==> config.mk <==
export PLATFORM = sky130hd
export DESIGN_NAME = uart_tx_dev_io
export DESIGN_NICKNAME = d
export VERILOG_FILES = /design/src/rtl/uart_pkg.sv /design/src/rtl/sync_fifo.sv /design/src/rtl/uart_tx_dev_io.sv
export SDC_FILE = /design/constraint.sdc
export NUM_CORES = 1
export LEC_CHECK = 0
export CORE_ASPECT_RATIO = 0.75
export CORE_UTILIZATION = 45
export DETAILED_ROUTE_END_ITERATION = 6
export GPL_TIMING_DRIVEN = 0
export PLACE_DENSITY = 0.68
export SETUP_SLACK_MARGIN = 0.15
export SLEW_MARGIN = 20
export SYNTH_ARGS = -nofsm -noshare
export SYNTH_HDL_FRONTEND = slang
export SYNTH_HIERARCHICAL = 1
export SYNTH_SLANG_ARGS = --single-unit
==> constraint.sdc <==
create_clock -name clk -period 7.7 [get_ports clk]
set_input_delay 1.54 -clock clk [delete_from_list [all_inputs] [get_ports clk]]
set_output_delay 1.54 -clock clk [all_outputs]
set_load 0.005 [all_outputs]
==> src/rtl/uart_pkg.sv <==
// uart_pkg: shared types and constants for the memory-mapped UART transmitter.
//   tx_state_e       serialiser FSM states
//   REG_DATA/CTRL    values of reg_sel (addr[2])
//   ST_*             status word bit positions (reg_sel = REG_DATA reads)
//   CTL_*            control word bit positions (reg_sel = REG_CTRL writes)
//   sat4()           saturate a count to the 4-bit status field
package uart_pkg;

    typedef enum logic [1:0] {
        S_IDLE  = 2'd0,
        S_START = 2'd1,
        S_DATA  = 2'd2,
        S_STOP  = 2'd3
    } tx_state_e;

    localparam logic REG_DATA = 1'b0;
    localparam logic REG_CTRL = 1'b1;

    localparam int ST_BUSY      = 0;
    localparam int ST_EMPTY     = 1;
    localparam int ST_FULL      = 2;
    localparam int ST_OVF       = 3;
    localparam int ST_IRQEN     = 4;
    localparam int ST_COUNT_LSB = 8;

    localparam int CTL_OVF_CLR = 0;
    localparam int CTL_IRQ_EN  = 1;

    function automatic logic [3:0] sat4(input logic [31:0] v);
        return (v > 32'd15) ? 4'hf : v[3:0];
    endfunction

endpackage

==> src/rtl/sync_fifo.sv <==
// sync_fifo: single-clock FIFO, registered count, no bypass.
//   clk, rst     clock, asynchronous active-high reset (pointers/count only)
//   push_i       write request; accepted when not full, or when popping in the same cycle
//   pop_i        read request; ignored when empty
//   wr_data_i    data to push
//   rd_data_o    head entry (valid while !empty_o)
//   full_o       DEPTH entries held
//   empty_o      no entries held
//   count_o      number of entries held
module sync_fifo #(
    parameter int WIDTH = 8,
    parameter int DEPTH = 8
) (
    input  logic                       clk,
    input  logic                       rst,
    input  logic                       push_i,
    input  logic                       pop_i,
    input  logic [WIDTH-1:0]           wr_data_i,
    output logic [WIDTH-1:0]           rd_data_o,
    output logic                       full_o,
    output logic                       empty_o,
    output logic [$clog2(DEPTH):0]     count_o
);
    localparam int AW = $clog2(DEPTH);
    localparam int CW = AW + 1;

    logic [WIDTH-1:0] mem_q [DEPTH];
    logic [AW-1:0]    wr_ptr_q;
    logic [AW-1:0]    rd_ptr_q;
    logic [CW-1:0]    count_q;
    logic             do_push;
    logic             do_pop;

    assign full_o    = (count_q == CW'(DEPTH));
    assign empty_o   = (count_q == '0);
    assign count_o   = count_q;
    assign rd_data_o = mem_q[rd_ptr_q];

    // A push into a full FIFO is still taken when the head leaves in the same cycle.
    assign do_pop  = pop_i & ~empty_o;
    assign do_push = push_i & (~full_o | do_pop);

    // Storage is not reset; only the pointers and count define validity.
    always_ff @(posedge clk) begin
        if (do_push) begin
            mem_q[wr_ptr_q] <= wr_data_i;
        end
    end

    always_ff @(posedge clk or posedge rst) begin
        if (rst) begin
            wr_ptr_q <= '0;
            rd_ptr_q <= '0;
            count_q  <= '0;
        end else begin
            if (do_push) wr_ptr_q <= wr_ptr_q + AW'(1);
            if (do_pop)  rd_ptr_q <= rd_ptr_q + AW'(1);
            case ({do_push, do_pop})
                2'b10:   count_q <= count_q + CW'(1);
                2'b01:   count_q <= count_q - CW'(1);
                default: count_q <= count_q;
            endcase
        end
    end

endmodule

==> src/rtl/uart_tx_dev_io.sv <==
// uart_tx_dev_io: memory-mapped 8N1 UART transmitter with TX FIFO.
//   clk             CPU clock
//   rst             asynchronous active-high reset
//   GPIOd0000000_we write strobe for this address region
//   reg_sel         0 = data/status, 1 = control/divisor
//   data_in         CPU store data
//   data_out        combinational read data for the peripheral read mux
//   tx              serial line, registered, idle high
//   busy            frame in progress
//   irq_tx_empty    level interrupt: enabled, FIFO empty and line idle
//
// state   | meaning
// S_IDLE  | line high, waiting for a queued byte
// S_START | start bit (low) for DIV cycles
// S_DATA  | eight data bits, LSB first, DIV cycles each
// S_STOP  | stop bit (high); chains straight into the next byte if one is queued
module uart_tx_dev_io
    import uart_pkg::*;
#(
    parameter int CLK_FREQ_HZ = 10000000,
    parameter int BAUD        = 115200,
    parameter int FIFO_DEPTH  = 8
) (
    input  logic        clk,
    input  logic        rst,
    input  logic        GPIOd0000000_we,
    input  logic        reg_sel,
    input  logic [31:0] data_in,
    output logic [31:0] data_out,
    output logic        tx,
    output logic        busy,
    output logic        irq_tx_empty
);
    localparam int DIV   = CLK_FREQ_HZ / BAUD;
    localparam int CNT_W = $clog2(DIV);
    localparam int FCW   = $clog2(FIFO_DEPTH) + 1;

    tx_state_e        state_q;
    logic [CNT_W-1:0] baud_cnt_q;
    logic [2:0]       bit_idx_q;
    logic [7:0]       shift_q;
    logic             tx_q;
    logic             busy_q;
    logic             ovf_q;
    logic             irq_en_q;
    logic             irq_q;

    logic             wr_data;
    logic             wr_ctrl;
    logic             baud_last;
    logic             fifo_pop;
    logic             fifo_full;
    logic             fifo_empty;
    logic [7:0]       fifo_rd;
    logic [FCW-1:0]   fifo_count;
    logic [31:0]      status;
    logic             unused_data;

    assign unused_data = ^data_in[31:8];

    assign wr_data   = GPIOd0000000_we & (reg_sel == REG_DATA);
    assign wr_ctrl   = GPIOd0000000_we & (reg_sel == REG_CTRL);
    assign baud_last = (baud_cnt_q == CNT_W'(DIV - 1));

    // Pop in IDLE, or on the last stop-bit cycle so the next start bit follows with no gap.
    assign fifo_pop = ~fifo_empty &
                      ((state_q == S_IDLE) | ((state_q == S_STOP) & baud_last));

    sync_fifo #(
        .WIDTH (8),
        .DEPTH (FIFO_DEPTH)
    ) u_fifo (
        .clk       (clk),
        .rst       (rst),
        .push_i    (wr_data),
        .pop_i     (fifo_pop),
        .wr_data_i (data_in[7:0]),
        .rd_data_o (fifo_rd),
        .full_o    (fifo_full),
        .empty_o   (fifo_empty),
        .count_o   (fifo_count)
    );

    // tx and busy are registered from the state, so both lag the FSM by one cycle
    // and stay aligned with each other.
    always_ff @(posedge clk or posedge rst) begin
        if (rst) begin
            state_q    <= S_IDLE;
            baud_cnt_q <= '0;
            bit_idx_q  <= '0;
            shift_q    <= '0;
            tx_q       <= 1'b1;
            busy_q     <= 1'b0;
        end else begin
            tx_q   <= (state_q == S_START) ? 1'b0 :
                      (state_q == S_DATA)  ? shift_q[0] : 1'b1;
            busy_q <= (state_q != S_IDLE);
            case (state_q)
                S_IDLE: begin
                    if (!fifo_empty) begin
                        shift_q    <= fifo_rd;
                        baud_cnt_q <= '0;
                        state_q    <= S_START;
                    end
                end
                S_START: begin
                    if (baud_last) begin
                        baud_cnt_q <= '0;
                        bit_idx_q  <= '0;
                        state_q    <= S_DATA;
                    end else begin
                        baud_cnt_q <= baud_cnt_q + CNT_W'(1);
                    end
                end
                S_DATA: begin
                    if (baud_last) begin
                        baud_cnt_q <= '0;
                        shift_q    <= shift_q >> 1;
                        if (bit_idx_q == 3'd7) begin
                            state_q <= S_STOP;
                        end else begin
                            bit_idx_q <= bit_idx_q + 3'd1;
                        end
                    end else begin
                        baud_cnt_q <= baud_cnt_q + CNT_W'(1);
                    end
                end
                S_STOP: begin
                    if (baud_last) begin
                        baud_cnt_q <= '0;
                        if (!fifo_empty) begin
                            shift_q <= fifo_rd;
                            state_q <= S_START;
                        end else begin
                            state_q <= S_IDLE;
                        end
                    end else begin
                        baud_cnt_q <= baud_cnt_q + CNT_W'(1);
                    end
                end
                default: state_q <= S_IDLE;
            endcase
        end
    end

    always_ff @(posedge clk or posedge rst) begin
        if (rst) begin
            ovf_q    <= 1'b0;
            irq_en_q <= 1'b0;
            irq_q    <= 1'b0;
        end else begin
            // A push that coincides with a pop is accepted, so it never overflows.
            if (wr_ctrl && data_in[CTL_OVF_CLR]) begin
                ovf_q <= 1'b0;
            end else if (wr_data && fifo_full && !fifo_pop) begin
                ovf_q <= 1'b1;
            end
            if (wr_ctrl) begin
                irq_en_q <= data_in[CTL_IRQ_EN];
            end
            irq_q <= irq_en_q & fifo_empty & ~busy_q;
        end
    end

    always_comb begin
        status                           = '0;
        status[ST_BUSY]                  = busy_q;
        status[ST_EMPTY]                 = fifo_empty;
        status[ST_FULL]                  = fifo_full;
        status[ST_OVF]                   = ovf_q;
        status[ST_IRQEN]                 = irq_en_q;
        status[ST_COUNT_LSB +: 4]        = sat4(32'(fifo_count));
    end

    assign data_out     = (reg_sel == REG_CTRL) ? 32'(DIV) : status;
    assign tx           = tx_q;
    assign busy         = busy_q;
    assign irq_tx_empty = irq_q;

endmodule

# ---- After elaboration in Yosys (flattened, before gate mapping)
# Memory sizes are Yosys's and may differ from the RTL's.
# Index checks and enable logic that the tools add are counted.
# W data, S select, Z words.
dict set report word_totals {
  register_bits 35
  ram_bits 64
  in_bits 36
  output_inout_bits 35
  wordCells 88
  memories 1
}
dict set report classes {
  addsub 6
  eq_ne 14
  n_mux 26
  bitwise 14
  n_reduce_logical 15
}
# name words width rd rd_clocked_by_memory_dff write_ports line_no
set memory_table {}
lappend memory_table {u_fifo.mem_q 8 8 1 0 1 sync_fifo.sv:27} ;# logic [WIDTH-1:0] mem_q [DEPTH];
# op n
set ops {}
lappend ops {{$mux W8} 3}
lappend ops {{$pmux W8 S3} 1}
lappend ops {{$mux W7} 2}
lappend ops {{$pmux W7 S2} 1}
lappend ops {{$mux W12} 1}
lappend ops {{$mux W2} 5}
lappend ops {{$ne A2 B2 Y1 const B} 5}
lappend ops {{$add A3 B1 Y3 const B} 3}
lappend ops {{$mux W3} 3}
lappend ops {{$and A1 B1 Y1} 8}
lappend ops {{$pmux W2 S4} 1}
lappend ops {{$pmux W4 S2} 1}
lappend ops {{$reduce_bool A2 Y1} 4}
lappend ops {{$add A7 B1 Y7 const B} 1}
lappend ops {{$eq A7 B7 Y1 const B} 1}
lappend ops {{$mux W1} 7}
lappend ops {{$eq A2 B2 Y1 const B} 3}
lappend ops {{$pmux W3 S2} 1}
lappend ops {{$reduce_and A5 Y1} 1}
lappend ops {{$add A4 B1 Y4 const B} 1}
lappend ops {{$eq A2 B1 Y1 const B} 2}
lappend ops {{$eq A4 B4 Y1 const B} 1}
lappend ops {{$logic_not A4 Y1} 1}
lappend ops {{$not A1 Y1} 4}
lappend ops {{other kinds (11)} 14}

# ---- Logic depth before layout (Yosys ltp)
dict set report depth {
  depth_word 9
  depth_mapped 14
  depth_no_buf 13
}

# ---- Cells and area by module
# The synthesis kept the hierarchy.
# mod n_inst cells_per_inst area_each_um2 seq_area_each_um2
set modules_own_cells {}
lappend modules_own_cells {sync_fifo 1 165 3135.5 2172.1}
lappend modules_own_cells {uart_tx_dev_io 1 160 1631.6 626.9}

# ---- Worst setup path before layout
# OpenSTA, ideal clock, no wires.
dict set report synth_timing {
  kind {input-to-output}
  from {input reg_sel}
  to {output data_out[1]}
  t_arrival_ns 2.010
  required_time_ns 6.160
  slack_ns 4.150
  stages 2
  path_buffers 1
  cell_sequence {clkbuf_1 -> or2_2}
}
dict set report synth_between {
  elab_chain_cells 1
}
# element line_no
set synth_rtl {}
lappend synth_rtl {{start, declared} uart_tx_dev_io.sv:27} ;# input logic reg_sel,
lappend synth_rtl {{$mux W12} uart_tx_dev_io.sv:175} ;# assign data_out = (reg_sel == REG_CTRL) ? 32'(DIV) : status;
lappend synth_rtl {{end, declared} uart_tx_dev_io.sv:29} ;# output logic [31:0] data_out,
# Every way passes these cells.

# ---- Worst setup path after layout
# Same ends and word-level chain as after synthesis.

==> results.yml <==
synth:
  ys_types: 56
  synth_top_area_frac: 0.4031
  yosysSeqAreaShare: 0.5871
  synth_ff_type: "edfxtp_1"
  ys_ff_latch: 99
  syn_area_mm2: 0.004767
  synth.area.top_cells: "edfxtp_1 40%, dfrtp_1 18%, mux4_1 6.6%"
  ys_async_sr_fraction: 0.3535
  yosys_warnings: 6
  yosys-top-cells-count: "64 x edfxtp_1, 34 x dfrtp_1, 25 x mux2_2"
  yosysTopAreaCell: "edfxtp_1"
  syn-instance-count: 325
  avgSynthCellArea_um2: 14.67
  synth_edf_count: 64
  yosysMostFrequentCell: "edfxtp_1"
die:
  dieWidth_um: 120.8
  fp.dieArea_mm2: 0.01101
  initial_core_util: 0.4633
  core_area_mm2: 0.01029
  die_y_um: 91.14
  fp-row-count: 32
  io_pins: 71
clocking:
  clock_sinks: 99
  cts_hold_buf: 0
  clkLatencyLatePin_ps: 340
  cts_setup_buffers: 0
  cts_buffers: 9
  post_cts_resized: 0
  ctsRootBufferMaster: "clkbuf_16"
  cts_tree: "yes"
  cts_buffer_depth: 2
  path_clk_slew_ps: 60
  cts_max_level: 3
power:
  peakVddDrop_mv: 0.1387
  p_leak_nw: 2.167
  p_per_area_mw_per_mm2: 228.5
final_layout:
  regArea_mm2: 0.002799
  multi_input_area_mm2: 0.001758
  final_nets: 432
  n_fill_cell: 832
  post_route_cells_drive_above_1_share: 0.2358
  syn2layout_area_growth_pct: 16.46
  instances_no_fill: 522
  n_antenna_cell: 0
critical_path:
  start_kind: "input port"
  path_max_fanout: 10
  crit_slowest_cell: "clkdlybuf4s50_1"
  reg2reg_depth: 13
  crit_arrival_ps: 3070
  critPathTopFamily: "buffers and inverters"
  path_class: "in -> out"
  critPathRequiredTime_ps: 6160
  slowest_delay_ps: 540
  path_cells: "clkdlybuf4s50_1, clkbuf_1, or2_2, clkdlybuf4s50_1"
  end_kind: "output port"
  worst-path-stages: 4
  worst-path-buf-inv: 3
  cpMostUsedCell: "clkdlybuf4s50_1"
job:
  cap_violations: 0
route:
  via_count: 2658
  drt_iter0_drc: 134
  via_per_inst: 5.092
  drcViolationCount: 0
  firstDrtPassIters: 4
  wire_per_inst_um: 15.55
  drt-total-wl_mm: 8.117
  antenna_left: 0
sta:
  worst_pin_slew_ps: 949.7
  timing.hold.ws_ps: 447.4
  hold_viol_final: 0
  maxSlewHeadroom: 0.3645
  final.min_clock_period_ps: 4608
  period_share: 0.5984
  tns_ps: 0
  setup_slack_ps: 3092
  final-setup-viol-count: 0
  drv_slew: 0
  clock-skew-final_ps: 8.459
  max_freq_mhz: 217.0
  rsz0062_at_grt: "false"
placement:
  gp_congestion: 0.7787
  dpl.cell_count: 506
  port_buffers: 24
  preCtsSetupSlack_ps: 3091
  hpwl_mm: 5.611
status:
  outcome: "finished, final reports clean"
min_path:
  holdPathStages: 1
  min_path_type: "reg -> reg"
grt:
  grt_use_total: 0.1595
  grt_max_degree: 26
  grt.overflow.total: 0
  grt_first_pass_wirelength_mm: 12.98
  antenna_found_initial: 0
  grt_pass1_vias: 2498
sequential cells by signal (all words and copies together) (netlist names):
| name | count |
|---|---|
| baud_cnt_q | 7 |
| bit_idx_q | 3 |
| busy | 1 |
| irq_en_q | 1 |
| irq_tx_empty | 1 |
| ovf_q | 1 |
| shift_q | 8 |
| state_q | 2 |
| tx | 1 |
| u_fifo/count_o | 4 |
| u_fifo/mem_q | 64 |
| u_fifo/rd_ptr_q | 3 |
| u_fifo/wr_ptr_q | 3 |
cell usage in the layout, fill, tap and decap left out, types with 2 or more instances in the layout:
| master | count |
|---|---|
| a21oi_1 | 6 |
| a22o_1 | 2 |
| a31oi_1 | 3 |
| buf_1 | 2 |
| buf_4 | 23 |
| buf_6 | 4 |
| clkbuf_1 | 3 |
| clkbuf_16 | 9 |
| clkdlybuf4s50_1 | 24 |
| conb_1 | 22 |
| dfrtp_1 | 34 |
| edfxtp_1 | 64 |
| ha_1 | 14 |
| inv_1 | 13 |
| inv_8 | 3 |
| mux2_2 | 25 |
| mux2i_1 | 4 |
| mux4_1 | 12 |
| mux4_2 | 4 |
| nand2_1 | 16 |
| nand2b_1 | 4 |
| nand3_1 | 7 |
| nand3b_1 | 2 |
| nor2_1 | 14 |
| nor2b_1 | 9 |
| nor3_1 | 2 |
| nor3_2 | 2 |
| o21ai_0 | 8 |
| o2bb2ai_1 | 3 |
| o31ai_1 | 3 |
| or2_2 | 5 |
| or3_1 | 2 |
| xnor2_1 | 4 |
| xor2_1 | 3 |
area by class of cell:
type | instances | area share
clock inverters | 7 | 0.01082
flip-flops and latches | 99 | 0.5042
clock buffers | 9 | 0.04057
well taps | 136 | 0.03065
inverters | 14 | 0.009466
repair buffers | 24 | 0.04327
plain buffers | 34 | 0.04440
multi-input cells | 199 | 0.3167
final timing paths:
kind | startpoint | to | slack, ps
worst max-delay path | reg_sel | data_out[1] | 3090
min in group asynchronous | rst | u_fifo/count_o[2]$_DFFE_PP0P_ | 1540
worst max register to register | state_q[0]$_DFFE_PP0P_ | u_fifo/count_o[3]$_DFFE_PP0P_ | 4180
worst min-delay path | busy$_DFF_PP0_ | irq_tx_empty$_DFF_PP0_ | 450
max in group asynchronous | rst | tx$_DFF_PP1_ | 5730
worst min register to register | busy$_DFF_PP0_ | irq_tx_empty$_DFF_PP0_ | 450
metal layers:
metal	track usage	share of wire
met5	0	0
met3	0.04271	0.054
met2	0.2419	0.45
met1	0.2247	0.48
met4	0.04630	0.0097
where the power goes:
part	switching (mW)	leakage (nW)	internal, mW
clock network	0.202	0.143	0.226
registers	0.0327	1.00	0.615
logic	0.0943	1.02	0.0981
total	0.329	2.17	0.940
cell families (layout without fill, tap and decap cells):
family                   Yosys count  count (layout)  synth area share
flip-flops                        99              99            0.5871
other                              1              22         0.0007866
XOR/XNOR                           7               7           0.01286
adder cells (fa/ha/maj)           15              15           0.04095
AND/OR/NAND/NOR                   71              71           0.07874
multiplexers                      46              46            0.1556
AO/OA/AOI/OAI                     38              38           0.06116
buffers and inverters             48              88           0.06273
stage by stage:
| step | cell area, µm² | total power [mW] | util |
|---|---|---|---|
| 6_report | 5552 | 1.269 | 0.5395 |
| 5_1_grt | 5552 | 1.328 | 0.5395 |
| 4_1_cts | 5552 | 1.280 | 0.5395 |
| 3_5_place_dp | 5266 | 0.8527 | 0.5118 |
| 3_3_place_gp | 5256 | 0.8399 | 0.5108 |
| 2_1_floorplan | 4846 | 0.7828 | - |
No activity file was read; power rests on OpenSTA's default activity.
